--- config.mk ---
export PLATFORM = sky130hd
export DESIGN_NAME = n_risc
export DESIGN_NICKNAME = d
export VERILOG_FILES = /design/src/rtl/n_risc.sv
export SDC_FILE = /design/constraint.sdc
export NUM_CORES = 1
export LEC_CHECK = 0
export BUFFER_PORTS_ARGS = -buffer_cell sky130_fd_sc_hd__buf_2
export CORE_MARGIN = 3
export CORE_UTILIZATION = 40
export CTS_BUF_LIST = sky130_fd_sc_hd__clkbuf_8
export CTS_CLUSTER_DIAMETER = 120
export CTS_CLUSTER_SIZE = 14
export DETAILED_ROUTE_END_ITERATION = 12
export GPL_ROUTABILITY_DRIVEN = 1
export SLEW_MARGIN = 40
export SYNTH_ARGS = -nofsm -noshare
export SYNTH_HDL_FRONTEND = slang
export SYNTH_SLANG_ARGS = --single-unit
--- constraint.sdc ---
create_clock -name Clock -period 3.1 [get_ports Clock]
set_input_delay 0.155 -clock Clock [delete_from_list [all_inputs] [get_ports Clock]]
set_output_delay 0.155 -clock Clock [all_outputs]
set_load 0.05 [all_outputs]
--- src/rtl/n_risc.sv ---
`default_nettype none
// ============================================================================
// Module      : n_risc
// Description : Single-cycle 8-bit Harvard load/store core. One instruction
//               per clock, 4x8-bit register file, separate instruction and
//               data ports to external combinational-read memories.
// Revision    : 1.0 - initial release
// ============================================================================
module n_risc (
   input  logic       Clock,
   input  logic       Reset,
   output logic [7:0] EnderecoInstrucao,
   input  logic [7:0] InstrucaoLida,
   output logic [7:0] EnderecoDados,
   output logic [7:0] DadoEscrito,
   input  logic [7:0] DadoLido,
   output logic       MemWrite,
   output logic       MemRead
);

   localparam logic [2:0] C_OP_ADDSUB = 3'b000;
   localparam logic [2:0] C_OP_ANDOR  = 3'b001;
   localparam logic [2:0] C_OP_ADDI   = 3'b010;
   localparam logic [2:0] C_OP_LW     = 3'b011;
   localparam logic [2:0] C_OP_SW     = 3'b100;
   localparam logic [2:0] C_OP_BEQZ   = 3'b101;
   localparam logic [2:0] C_OP_J      = 3'b110;
   localparam logic [2:0] C_OP_SLTMOV = 3'b111;

   logic [7:0] r_pc;
   logic [7:0] r_regs [0:3];

   logic [2:0] w_op;
   logic [1:0] w_rd;
   logic [1:0] w_rs;
   logic       w_f;
   logic [7:0] w_imm3Ext;
   logic [7:0] w_rdVal;
   logic [7:0] w_rsVal;
   logic [7:0] w_pcPlus1;
   logic [7:0] w_nextPc;
   logic [7:0] w_wrData;
   logic       w_regWe;
   logic       w_memRead;
   logic       w_memWrite;

   // Field decode and combinational register-file reads
   assign w_op      = InstrucaoLida[7:5];
   assign w_rd      = InstrucaoLida[4:3];
   assign w_rs      = InstrucaoLida[2:1];
   assign w_f       = InstrucaoLida[0];
   assign w_imm3Ext = {{5{InstrucaoLida[2]}}, InstrucaoLida[2:0]};
   assign w_rdVal   = r_regs[w_rd];
   assign w_rsVal   = r_regs[w_rs];
   assign w_pcPlus1 = r_pc + 8'd1;

   // Execute: next PC, write-back value and memory strobes for this instruction
   always_comb begin
      w_nextPc   = w_pcPlus1;
      w_wrData   = w_rdVal;
      w_regWe    = 1'b0;
      w_memRead  = 1'b0;
      w_memWrite = 1'b0;
      case (w_op)
         C_OP_ADDSUB: begin
            w_regWe  = 1'b1;
            w_wrData = w_f ? (w_rdVal - w_rsVal) : (w_rdVal + w_rsVal);
         end
         C_OP_ANDOR: begin
            w_regWe  = 1'b1;
            w_wrData = w_f ? (w_rdVal | w_rsVal) : (w_rdVal & w_rsVal);
         end
         C_OP_ADDI: begin
            w_regWe  = 1'b1;
            w_wrData = w_rdVal + w_imm3Ext;
         end
         C_OP_LW: begin
            w_regWe   = 1'b1;
            w_memRead = 1'b1;
            w_wrData  = DadoLido;
         end
         C_OP_SW: begin
            w_memWrite = 1'b1;
         end
         C_OP_BEQZ: begin
            if (w_rdVal == 8'd0) begin
               w_nextPc = w_pcPlus1 + w_imm3Ext;
            end
         end
         C_OP_J: begin
            w_nextPc = {3'b000, InstrucaoLida[4:0]};
         end
         C_OP_SLTMOV: begin
            w_regWe = 1'b1;
            if (w_f) begin
               w_wrData = w_rsVal;
            end else begin
               w_wrData = ($signed(w_rdVal) < $signed(w_rsVal)) ? 8'd1 : 8'd0;
            end
         end
         default: begin
            w_nextPc = w_pcPlus1;
         end
      endcase
   end

   // Memory ports; strobes are held low while reset is asserted
   assign EnderecoInstrucao = r_pc;
   assign EnderecoDados     = w_rsVal;
   assign DadoEscrito       = w_rdVal;
   assign MemRead           = w_memRead  & ~Reset;
   assign MemWrite          = w_memWrite & ~Reset;

   // Architectural state: PC and destination register commit together
   always_ff @(posedge Clock or posedge Reset) begin
      if (Reset) begin
         r_pc <= 8'd0;
         for (int i = 0; i < 4; i++) begin
            r_regs[i] <= 8'd0;
         end
      end else begin
         r_pc <= w_nextPc;
         if (w_regWe) begin
            r_regs[w_rd] <= w_wrData;
         end
      end
   end

endmodule
`default_nettype wire

**Yosys cells after proc, flatten, opt, wreduce, memory -nomap -nowiden**

Index checks and enable logic that the tools add are counted.

- Bitwise logic cells: 7
- Eq/ne operators: 7
- $add $sub $neg: 5
- Reduce and logical (&&, ||, !) cells: 4
- Magnitude comparators: 4
- Multiplexer cells: 19

Operators by type and width:

| operator | count |
|---|---|
| 2-to-1 mux 8 bit | 9 |
| one-hot mux 8 bit (5 select lines) | 1 |
| binary-select mux 8 bit (select 2 bit) | 2 |
| bitwise mux 32 bit | 1 |
| adder 8 bit | 3 |
| demux 8 bit (select 2 bit) | 1 |
| one-hot mux 8 bit (2 select lines) | 1 |
| == test 3 bit (second input constant) | 4 |
| adder 8 x 1 -> 8 bit (second input constant) | 1 |
| bitwise AND 8 bit | 1 |
| logical NOT 8 bit | 1 |
| less-than comparator 8 bit | 1 |
| OR 8 bit | 1 |
| subtractor 8 bit | 1 |
| == test 3 x 2 -> 1 bit (second input constant) | 2 |
| >= comparator 3 bit (second input constant) | 2 |
| inverter 2 -> 3 bit | 2 |
| OR reduction 5 bit | 1 |
| 2-to-1 mux 1 bit | 4 |
| == test 3 x 1 -> 1 bit (second input constant) | 1 |
| logical NOT 3 bit | 1 |
| less-than comparator 3 x 1 -> 1 bit (second input constant) | 1 |
| bitwise AND 1 bit | 2 |
| logical AND 1 bit | 1 |
| inverter 1 bit | 1 |

- Bits of input ports: 18
- Register bits after elaboration: 40
- Output and inout port bits: 26

**Longest topological paths before layout**

Gate-level depths: netlist of run 1.

- Depth after elaboration: 9
- Gate-level depth with buffers: 14
- Mapped depth without buffers: 13

**Least setup slack after synthesis of run 1**

No wires, ideal clock.

- Path kind: input to register
- Start point: in InstrucaoLida[2]
- End point: reg r_regs[14] (netlist name)
- Slack: -0.175 ns
- Path buffers: 1
- Stages: 13
- Data arrival time: 3.151 ns
- Cells stage by stage: buf_1 -> mux2_2 -> o21ai_0 -> inv_1 -> ha_1 -> fa_1 -> a21o_1 -> a21oi_1 -> or3_1 -> a32oi_1 -> xnor2_1 -> o21ai_1 -> mux2_2

- Longest elaborated chain between the ends: 8
- Elaborated cells between the ends (all ways): 14

Ends and longest elaborated chain:

| what | line | RTL |
|---|---|---|
| start, declared | 13 | `input logic [7:0] InstrucaoLida,` |
| inverter 2 -> 3 bit (not written as such) (*) | 54 | `assign w_rsVal = r_regs[w_rs];` |
| binary-select mux 8 bit (select 2 bit) (*) | 54 |  |
| 2-to-1 mux 8 bit (not written as such) (*) (2 in series) | 54 |  |
| net EnderecoDados[0] | 14 | `output logic [7:0] EnderecoDados,` |
| adder 8 bit or subtractor 8 bit (tied branches) | 67 | `w_wrData = w_f ? (w_rdVal - w_rsVal) : (w_rdVal + w_rsVal);` |
| 2-to-1 mux 8 bit (*) | 67 |  |
| one-hot mux 8 bit (5 select lines) (*) | 64 | `case (w_op)` |
| bitwise mux 32 bit (*) | 124 | `r_regs[w_rd] <= w_wrData;` |
| end signal, assigned by index | 124 |  |
| end, declared | 31 | `logic [7:0] r_regs [0:3];` |

Mark *: on every way through the listed nets, which the timed path passes. The rest lies on a longest branch. The select of a mux whose other input is x is not followed.
A chain may end at the register's enable or synchronous reset.

**Worst setup path in the final report of run 1**

- Start point: reg r_regs[0] (netlist name)
- End point: reg r_regs[6] (netlist name)

- Longest elaborated chain between the ends: 7
- Elaborated cells between the ends (all ways): 12

Ends and longest elaborated chain:

| what | line |
|---|---|
| binary-select mux 8 bit (select 2 bit), on equally long branches | 53, 54 |
| 2-to-1 mux 8 bit, on equally long branches (2 in series) | 53, 54 |
| adder 8 bit or subtractor 8 bit (tied branches) | 67 |
| 2-to-1 mux 8 bit | 67 |
| one-hot mux 8 bit (5 select lines) (*) | 64 |
| bitwise mux 32 bit (*) | 124 |

Every way passes the cells marked *; elsewhere a longest branch is shown, timed or not. The select of a mux whose other input is x is not followed.

==> results of run 1 <==
## sequential cells by signal, summed over array words and instances, names as in the netlist
name	cells
r_regs	32
EnderecoInstrucao	8
## per-stage QoR
stage               setup TNS, ns  hold WS, ns  setup slack (ns)  cells  util, %
global route                    0       0.0624           0.00671    626     48.5
global placement                0        0.321            0.0120    619     47.1
CTS                             0       0.0316            0.0121    626     48.0
finish                          0      0.00896             0.147    626     48.5
detailed placement         -0.261        0.340           -0.0700    619     47.2
floorplan                       0        0.378           0.00816    438        -
## final cells by class
| cell class | instances | share of cell area, % |
|---|---|---|
| clock inverter | 2 | 0.275 |
| clock buffer | 5 | 1.51 |
| timing repair buffer | 73 | 9.96 |
| inverter | 36 | 2.97 |
| multi-input combinational | 341 | 59.7 |
| sequential | 40 | 22.0 |
| tap | 129 | 3.55 |
## report_power, final
group,internal (uW),switching (uW),leakage [uW]
Clock,152,177,0.0000400
Combinational,1120,1720,0.00155
Sequential,702,149,0.000465
## cells by family after synthesis
logic type / Yosys count / share of synthesized area, %
AND/OR/NAND/NOR: 110 / 12.9
multiplexers: 33 / 13.8
buffers and inverters: 57 / 5.78
flip-flops: 40 / 25.7
AO/OA/AOI/OAI: 137 / 23.2
adder cells (fa/ha/maj): 43 / 14.6
XOR/XNOR: 18 / 4.05
## layer usage
layer | vias up | part of all wire (%) | GRT usage (%)
met2 | 115 | 46 | 32.8
li1 | 1721 | - | -
met5 | - | 0 | 0
met3 | 11 | 5.4 | 1.54
met4 | 0 | 0.98 | 5.06
met1 | 1749 | 47 | 30.3
## worst reg2reg max path, cell delays in order, from the launching register on
cell and delay [ns]:
dfrtp_1 0.40, mux2_2 0.28, o21ai_2 0.14, inv_1 0.07, buf_4 0.13, ha_1 0.24
fa_2 0.37, a21o_1 0.17, a21oi_1 0.21, or3_1 0.14, a32oi_1 0.11, xnor2_1 0.19
o21ai_2 0.11, mux2_2 0.29
## synthesized netlist by cell type, types with 2 or more instances
cell type	n	area, um2
o31a_1	2	17.5
nor2b_1	5	31.3
o211ai_1	2	15.0
or2_0	2	12.5
o21bai_1	4	30.0
mux4_2	15	338
a221oi_1	2	17.5
o221ai_1	4	35.0
nand2b_1	3	18.8
xor2_1	9	78.8
buf_2	3	15.0
nor3_1	4	20.0
dfrtp_1	40	1000
mux2i_1	3	30.0
o21ai_0	17	85.1
a21o_1	5	37.5
o41ai_1	3	26.3
a22oi_1	3	22.5
ha_1	39	488
a31oi_1	14	87.6
o22ai_1	2	12.5
xnor2_1	9	78.8
o21ai_1	7	35.0
a21boi_0	2	15.0
o32a_1	3	30.0
clkbuf_1	12	45.0
inv_1	36	135
a2bb2oi_1	2	17.5
o22a_1	3	26.3
fa_1	4	80.1
nand3_1	6	30.0
a21oi_1	35	175
a211oi_1	7	52.6
nor4_1	2	12.5
nor2_1	43	161
and3_1	4	25.0
a32oi_1	2	17.5
or4b_1	2	20.0
or3_1	4	25.0
buf_1	5	18.8
nand2_1	31	116
o31ai_1	3	22.5
o21a_1	8	60.1
mux2_2	15	169
## path summary, 6_finish.rpt
path / startpoint / endpoint / slack (ns) / cells after the start
worst max-delay path: r_regs[0] / r_regs[6] / 0.15 / 13
worst min-delay path: Reset / EnderecoInstrucao[5] / 0.009 / 3
worst max register to register: r_regs[0] / r_regs[6] / 0.15 / 13
worst min register to register: r_regs[29] / r_regs[29] / 0.54 / 1
max in group asynchronous: Reset / EnderecoInstrucao[1] / 2.70 / 3
min in group Clock: DadoLido[0] / r_regs[8] / 0.35 / 4
## what timing repair did
| item | 4_1_cts | 5_1_grt |
|---|---|---|
| hold buffers | 0 | 0 |
| resized for setup | 0 | 11 |
| endpoints found under the setup margin | 0 | 23 |
==> out/summary.txt, run 1 <==
Run status - completed
Critical Path RT - 3.28 ns
Number of H-tree levels - 2
HPWL Detailed - 8.87 mm
Largest net degree at the start of global routing - 42
Num CTS Buffers - 5
Endpoints failing setup - 0
Worst-path maximum fanout - 4
RSZ-0062 raised after global routing - no
Flops & latches, synth - 40
Pre-Repair DR Iteration Count - 5
Overall routing resource usage - 20.5%
Setup Buffers After CTS - 0
CTS max path bufs - 2
Setup Skew - 0.00777 ns
Vias in the first global route - 3,553
Arrival @ worst endpoint - 3.13 ns
Slew Viols, Final - 0
Final wirelength - 11.3 mm
Grt ovf - 0
WL/cell - 18.1 um
Seq/Total Area, Yosys - 25.7%
Cell Pwr Density - 883 mW/mm2
Final min period - 2.95 ns
Die area - 0.0110 mm2
Worst VDD drop - 0.000274 V
Initial DRC Count - 235
Remaining DRCs - 0
Post-route cell area - 0.00455 mm2
Layout cells sized above 1 - 24.7%
DIE WIDTH - 105 um
Worst-Margin Slew - 0.850 ns
Nets - 558
# IOs - 44
Register area - 0.00100 mm2
DIE HEIGHT - 105 um
Core box area - 0.00937 mm2
Post-synth EDFFs - 0
Bufs and invs on worst path - 2
CP cell instances - mux2_2 -> o21ai_2 -> inv_1 -> buf_4 -> ha_1 -> fa_2 -> a21o_1 -> a21oi_1 -> or3_1 -> a32oi_1 -> xnor2_1 -> o21ai_2 -> mux2_2
Most frequent cells in the layout - buf_2 (43), nor2_1 (42), dfrtp_1 (40)
Initial antenna violation count - 0
Initial Utilization - 41.5%
Clk_lat worst skew - 0.29 ns
Total power - 4020 uW
Routed via count - 3,596
FILL cells - 915
Syn Nets - 499
Final-report hold violation count - 0
YS warnings - 0
Synth Instances - 438
Top delay family on crit path - compound AO/OA/AOI/OAI gates
Mean Syn Cell Area - 8.89 um2
FMAX - 339 MHz
Final period util - 95.3%
Placed Area - 0.00442 mm2
RD Place Congestion - 0.955
Via density - 5.74
Site row count - 35
Combined area of the multi-input logic cells - 0.00272 mm2
CTS tree - built
Clk slew on worst S/H paths - 0.08 ns
First-pass GRT wire length - 18.3 mm
Hold WC Path Type - input pin to async pin
Synthesized area - 0.00389 mm2
Sink Count - 40
Max-capacitance violation count - 0
Number of distinct library cells after synthesis - 56
CP Class - flop to flop
Asr flop ratio synth - 100%
Startpoint Class - flop
Slowest stage delay, CP - 0.40 ns
Leak - 0.00205 uW
Worst slew margin - 43.1%
Most common cell after layout, fill and taps aside - buf_2
CP max-delay cell - dfrtp_1
I/O Buffers - 43
ANT cells - 0
Main flop type after synthesis - dfrtp_1
CP Capture Type - flop
Final antenna-violating net count - 0
Area grow syn2layout - 16.8%
Root Buffer - clkbuf_8
Power figures use the tool's default switching activity.
==> run 2: changes to the inputs <==
--- a/config.mk
+++ b/config.mk
@@ -13,6 +13,7 @@
 export CTS_CLUSTER_SIZE = 14
 export DETAILED_ROUTE_END_ITERATION = 12
 export GPL_ROUTABILITY_DRIVEN = 1
+export REMOVE_ABC_BUFFERS = 1
 export SLEW_MARGIN = 40
 export SYNTH_ARGS = -nofsm -noshare
 export SYNTH_HDL_FRONTEND = slang
==> run 2 against run 1 <==
Against the previous run:
- clock-buffer cell count unchanged
- total power grew 1.5%
- via count increased by 1.5%
- global-route usage up 0.34 points
- combinational power is 1% higher
- sequential power is essentially flat
- fmax down 1.4%
- setup slack got worse by 0.042 ns
- flip-flop and latch count unchanged
- routed wire length grew 1.1%
- clock power rose by 6.7%
- register-to-register slack got worse by 0.04 ns
==> out/summary.txt, run 2 (synthesis results as in run 1) <==
Run status - completed
# IOs - 44 (unchanged)
Critical Path RT - 3.29 ns (about the same)
Placed Area - 0.00447 mm2 (+1.0%)
Final wirelength - 11.4 mm (+1.1%)
Largest net degree at the start of global routing - 41 (-2.4%)
HPWL Detailed - 9.06 mm (+2.1%)
Slowest stage delay, CP - 0.50 ns (+0.10 ns)
RD Place Congestion - 0.912 (-4.5%)
Die area - 0.0110 mm2 (unchanged)
FMAX - 334 MHz (-1.4%)
WL/cell - 17.9 um (-0.78%)
Max-capacitance violation count - 0 (unchanged)
CTS tree - built
Area grow syn2layout - 19.5%
CTS max path bufs - 2 (unchanged)
FILL cells - 924 (+0.98%)
I/O Buffers - 43 (unchanged)
Initial Utilization - 41.5% (unchanged)
CP max-delay cell - mux4_2
Arrival @ worst endpoint - 3.18 ns (+0.05 ns)
Worst slew margin - 54.2% (+11 points)
Most flop-heavy register - r_regs
Pre-Repair DR Iteration Count - 4 (-1)
Routed via count - 3,651 (+1.5%)
Sink Count - 40 (unchanged)
Root Buffer - clkbuf_8
Initial DRC Count - 203 (-14%)
Final-report hold violation count - 0 (unchanged)
DIE WIDTH - 105 um (unchanged)
Layout cells sized above 1 - 27.1% (+2.4 points)
Clk_lat worst skew - 0.30 ns (about the same)
Post-route cell area - 0.00465 mm2 (+2.3%)
Cell Pwr Density - 877 mW/mm2 (-0.76%)
Most frequent cells in the layout - buf_2 (43), nor2_1 (41), buf_4 (41)
Via density - 5.72 (-0.38%)
Most common cell after layout, fill and taps aside - buf_2
Remaining DRCs - 0 (unchanged)
CP Class - flop to flop
CP Capture Type - flop
Final min period - 3.00 ns (+0.0423 ns)
Final antenna-violating net count - 0 (unchanged)
Nets - 569 (+2.0%)
Crit. path cell count - 13 (unchanged)
Hold buffer count at CTS - 0 (unchanged)
Worst-Margin Slew - 0.682 ns (-0.168 ns)
Top delay family on crit path - compound AO/OA/AOI/OAI gates
DIE HEIGHT - 105 um (unchanged)
ANT cells - 0 (unchanged)
Initial antenna violation count - 0 (unchanged)
CP cell instances - buf_4 -> mux4_2 -> buf_4 -> ha_4 -> inv_1 -> fa_2 -> nor2b_1 -> o31a_1 -> o21ai_1 -> o31ai_1 -> a221oi_2 -> o21ai_2 -> mux2_2
Worst-path maximum fanout - 4 (unchanged)
Grt ovf - 0 (unchanged)
Setup Skew - 0.0111 ns (+0.00338 ns)
Leak - 0.00212 uW (+3.3%)
Worst VDD drop - 0.000297 V (+8.4%)
First-pass GRT wire length - 18.6 mm (+1.6%)
Worst reg-to-reg path cell count - 13 (unchanged)
Final period util - 96.6% (+1.4 points)
Final setup TNS - 0 ns (unchanged)
CP most frequent cell - buf_4
Endpoints failing setup - 0 (unchanged)
Max reg flops - 32 (unchanged)
Vias in the first global route - 3,519 (-0.96%)
Hold WC Path Type - input pin to async pin
Slew Viols, Final - 0 (unchanged)
Clk slew on worst S/H paths - 0.09 ns (about the same)
Bufs and invs on worst path - 3 (+1)
Overall routing resource usage - 20.9% (+0.34 points)
Core box area - 0.00937 mm2 (unchanged)
Startpoint Class - flop
Site row count - 35 (unchanged)
Number of H-tree levels - 2 (unchanged)
Num CTS Buffers - 5 (unchanged)
## run 2: repair_timing
action,4_1_cts,5_1_grt
pin swaps,0,6
setup buffers,1,2
endpoints found under the setup margin,8,16
resized for setup,2,15
## run 2: final timing paths
path / from / to / slack, ns
worst max-delay path: r_regs[16] / r_regs[14] / 0.10
worst min-delay path: Reset / EnderecoInstrucao[7] / 0.06
worst max register to register: r_regs[16] / r_regs[14] / 0.10
worst min register to register: r_regs[27] / r_regs[27] / 0.54
max in group asynchronous: Reset / r_regs[13] / 2.64
min in group Clock: InstrucaoLida[3] / r_regs[25] / 0.29
## run 2: where the power goes
| group | leakage (uW) | switching, uW | total, uW | internal [uW] |
|---|---|---|---|---|
| Sequential | 0.000465 | 150 | 852 | 702 |
| Combinational | 0.00161 | 1730 | 2880 | 1140 |
| Clock | 0.0000479 | 194 | 351 | 157 |
## run 2: final cells by class
class | instances | area (um2) | share of cell area, %
sequential | 40 | 1000 | 21.5
clock buffer | 5 | 68.8 | 1.48
timing repair buffer | 84 | 523 | 11.2
inverter | 36 | 135 | 2.90
clock inverter | 3 | 18.8 | 0.403
tap | 129 | 161 | 3.47
multi-input combinational | 341 | 2750 | 59.0
## run 2: metal layers
| metal | part of all wire, % | vias to the layer above | GRT usage [%] |
|---|---|---|---|
| li1 | - | 1749 | - |
| met1 | 47 | 1780 | 29.8 |
| met2 | 47 | 108 | 32.9 |
| met3 | 5.2 | 14 | 3.64 |
| met4 | 1.4 | 0 | 5.15 |
| met5 | 0 | - | 0 |
## run 2: worst reg2reg max path, stage by stage (launching register included)
cell and delay [ns]:
dfrtp_1 0.39, buf_4 0.13, mux4_2 0.50, buf_4 0.18, ha_4 0.16, inv_1 0.08, fa_2 0.22, nor2b_1 0.06
o31a_1 0.25, o21ai_1 0.12, o31ai_1 0.10, a221oi_2 0.29, o21ai_2 0.13, mux2_2 0.28
## run 2: metrics by stage
stage / hold WS [ns] / std cells / util (%) / setup WS, ns / total power [uW]
2_1_floorplan: 0.246 / 417 / - / 0.102 / 2880
3_3_place_gp: 0.416 / 627 / 47.7 / 0.00898 / 3540
3_5_place_dp: 0.422 / 627 / 47.7 / -0.0657 / 3600
4_1_cts: 0.0923 / 636 / 48.8 / 0.00647 / 3990
5_1_grt: 0.113 / 638 / 49.7 / -0.0236 / 4400
6_report: 0.0578 / 638 / 49.7 / 0.105 / 4080
==> run 3: changes to the inputs <==
--- a/config.mk
+++ b/config.mk
@@ -5,6 +5,8 @@
 export SDC_FILE = /design/constraint.sdc
 export NUM_CORES = 1
 export LEC_CHECK = 0
+export ABC_AREA = 1
+export ABC_CLOCK_PERIOD_IN_PS = 3100
 export BUFFER_PORTS_ARGS = -buffer_cell sky130_fd_sc_hd__buf_2
 export CORE_MARGIN = 3
 export CORE_UTILIZATION = 40
==> run 3 against run 2 <==
Against the previous run:
- the run now ends with hold timing left
- setup slack improved by 0.35 ns
- final cell count increased by 42%
- first-iteration DRC count increased by 130%
- sequential share of layout area decreased by 1.8 points
- critical path type unchanged
- critical endpoint is now r_regs[28]
==> out/summary.txt, run 3 <==
FMAX - 377 MHz (+13%)
Seq/Total Area, Yosys - 22.1% (-3.6 points)
Clk_lat worst skew - 0.31 ns (about the same)
Slowest stage delay, CP - 0.42 ns (-0.08 ns)
Final setup TNS - 0 ns (unchanged)
CTS tree - built
Failing checks - hold timing
Num CTS Buffers - 5 (unchanged)
YS warnings - 0 (unchanged)
Nets - 823 (+45%)
I/O Buffers - 43 (unchanged)
Hold WC Path Type - input pin to async pin
CP Capture Type - flop
DIE HEIGHT - 112 um (+7.4%)
Endpoints failing setup - 0 (unchanged)
Largest area contributor in the netlist - dfrtp_1
Site row count - 38 (+8.6%)
Total power - 3160 uW (-22%)
First-pass GRT wire length - 23.3 mm (+25%)
Critical Path RT - 3.29 ns (about the same)
Synthesized area - 0.00453 mm2 (+16%)
CP cell instances - a21oi_1 -> o21ai_0 -> nand2_1 -> inv_1 -> ha_1 -> fa_1 -> nand3_1 -> nand3_1 -> o21ai_0 -> nand2_1 -> nand3_1 -> nand2_1 -> o21bai_1 -> inv_1
RD Place Congestion - 0.981 (+7.6%)
Final period util - 85.5% (-11 points)
Hold buffer count at CTS - 0 (unchanged)
Main flop type after synthesis - dfrtp_1
Pre-Repair DR Iteration Count - 7 (+3)
Initial DRC Count - 477 (+130%)
CP Class - flop to flop
Leak - 0.00286 uW (+35%)
Reg2Reg Setup Slack - 0.45 ns (+0.35 ns)
Layout cells sized above 1 - 14.3% (-13 points)
Final wirelength - 14.4 mm (+26%)
CTS max path bufs - 2 (unchanged)
Flops & latches, synth - 40 (unchanged)
Synth top cells by count - nand2_1 (212), inv_1 (127), nand3_1 (77)
Most frequent cells in the layout - nand2_1 (212), inv_1 (127), nand3_1 (77)
Worst-Margin Slew - 0.724 ns (+0.0422 ns)
Overall routing resource usage - 22.9% (+2.1 points)
Worst reg-to-reg path cell count - 14 (+1)
Most flop-heavy register - r_regs
Bufs and invs on worst path - 2 (-1)
Die area - 0.0126 mm2 (+15%)
Routed via count - 4,800 (+31%)
Cell Pwr Density - 624 mW/mm2 (-29%)
RSZ-0062 raised after global routing - no
Hold slack - -0.0217 ns (-0.0795 ns)
Initial Utilization - 41.4% (-0.16 points)
FILL cells - 1,146 (+24%)
Most common cell after layout, fill and taps aside - nand2_1
Arrival @ worst endpoint - 2.84 ns (-0.34 ns)
Asr flop ratio synth - 100% (unchanged)
Final-report hold violation count - 7 (+7)
Max-capacitance violation count - 0 (unchanged)
Via density - 5.32 (-7.1%)
Remaining DRCs - 0 (unchanged)
Mean Syn Cell Area - 6.38 um2 (-28%)
# IOs - 44 (unchanged)
DIE WIDTH - 112 um (+7.4%)
Number of distinct library cells after synthesis - 43 (-23%)
Top delay family on crit path - adder cells
WL/cell - 15.9 um (-11%)
Clk slew on worst S/H paths - 0.09 ns (about the same)
Number of H-tree levels - 2 (unchanged)
Max reg flops - 32 (unchanged)
Post_cts resized - 0 (-2)
Sink Count - 40 (unchanged)
HPWL Detailed - 11.8 mm (+31%)
Top post-synthesis cells by area - dfrtp_1 (22%), nand2_1 (18%), ha_1 (11%), inv_1 (11%), nand3_1 (8.5%)
Vias in the first global route - 4,529 (+29%)
Startpoint Class - flop
Core box area - 0.0109 mm2 (+17%)
Setup Skew - 0.0124 ns (+0.00124 ns)
Final min period - 2.65 ns (-0.346 ns)
Worst slew margin - 51.5% (-2.6 points)
Worst VDD drop - 0.000324 V (+8.9%)
Run status - finished, violations left
Largest net degree at the start of global routing - 41 (unchanged)
Grt ovf - 0 (unchanged)
Root Buffer - clkbuf_8
Final antenna-violating net count - 0 (unchanged)
ANT cells - 0 (unchanged)
Post-synth EDFFs - 0 (unchanged)
Slew Viols, Final - 0 (unchanged)
Count leader, synth - nand2_1
CP max-delay cell - dfrtp_1
Setup Buffers After CTS - 0 (-1)
Crit. path cell count - 14 (+1)
Worst-path maximum fanout - 4 (unchanged)
Top-area cell type share of the netlist area - 22.1% (-3.6 points)
Initial antenna violation count - 0 (unchanged)
Synth Instances - 709 (+62%)
Area grow syn2layout - 12.0%
==> run 3: cell types whose count changed after synthesis, moves of 11 or more <==
cell and change:
nand3_1 +71, a31oi_1 -13, mux4_2 -15, nand2_1 +181
mux2_2 -15, inv_1 +91, nand4_1 +14, o21ai_0 +11
==> run 3: path summary, 6_finish.rpt <==
| check | startpoint | to |
|---|---|---|
| min reg2reg | r_regs[24] | r_regs[24] |
| max reg2reg | r_regs[16] | r_regs[28] |
| max in group asynchronous | Reset | r_regs[29] |
| max | r_regs[16] | r_regs[28] |
| min | Reset | EnderecoInstrucao[0] |
| min in group Clock | InstrucaoLida[6] | EnderecoInstrucao[0] |
==> run 3: through the flow <==
step                hold slack (ns)  util, %  area, um2  worst slack [ns]  std cells
finish                      -0.0217     46.3       5070             0.450        903
global route                 0.0574     46.3       5070             0.131        903
CTS                         0.00321     46.3       5070             0.461        903
detailed placement            0.335     45.4       4970             0.342        895
global placement              0.335     45.4       4960             0.400        895
floorplan                     0.303        -       4470             0.549        698
==> run 3: worst register-to-register path: stages, from the launching register on <==
cell,delay [ns]
dfrtp_1,0.42
a21oi_1,0.15
o21ai_0,0.11
nand2_1,0.15
inv_1,0.10
ha_1,0.25
fa_1,0.42
nand3_1,0.10
nand3_1,0.07
o21ai_0,0.23
nand2_1,0.08
nand3_1,0.11
nand2_1,0.13
o21bai_1,0.17
inv_1,0.06
==> run 3: routing by layer <==
metal | up-vias | wire [um] | GRT usage, %
met5 | - | 0 | 0
met4 | 0 | 200 | 5.61
met3 | 17 | 985 | 3.18
met2 | 182 | 6660 | 37.3
met1 | 2251 | 6530 | 32.3
li1 | 2350 | - | -
==> run 3: cell families (layout without fill, tap and decap cells) <==
family | Yosys count | in the layout | synth area share [%]
XOR/XNOR | 11 | 11 | 2.13
AND/OR/NAND/NOR | 378 | 378 | 38.4
flip-flops | 40 | 40 | 22.1
AO/OA/AOI/OAI | 91 | 91 | 12.2
adder cells (fa/ha/maj) | 43 | 43 | 12.6
buffers and inverters | 146 | 200 | 12.6
==> run 3: where the power goes <==
part	internal, uW	switching (uW)
clock	180	199
combinational	645	1380
sequential	646	115
==> run 3: final cells by class <==
type                    count  area [um2]  area share [%]
clock inverters             2        15.0           0.296
inverters                 135         514            10.1
clock buffers               6        82.6            1.63
well taps                 140         175            3.46
repair buffers             57         320            6.32
flip-flops and latches     40        1000            19.8
multi-input cells         523        2960            58.4
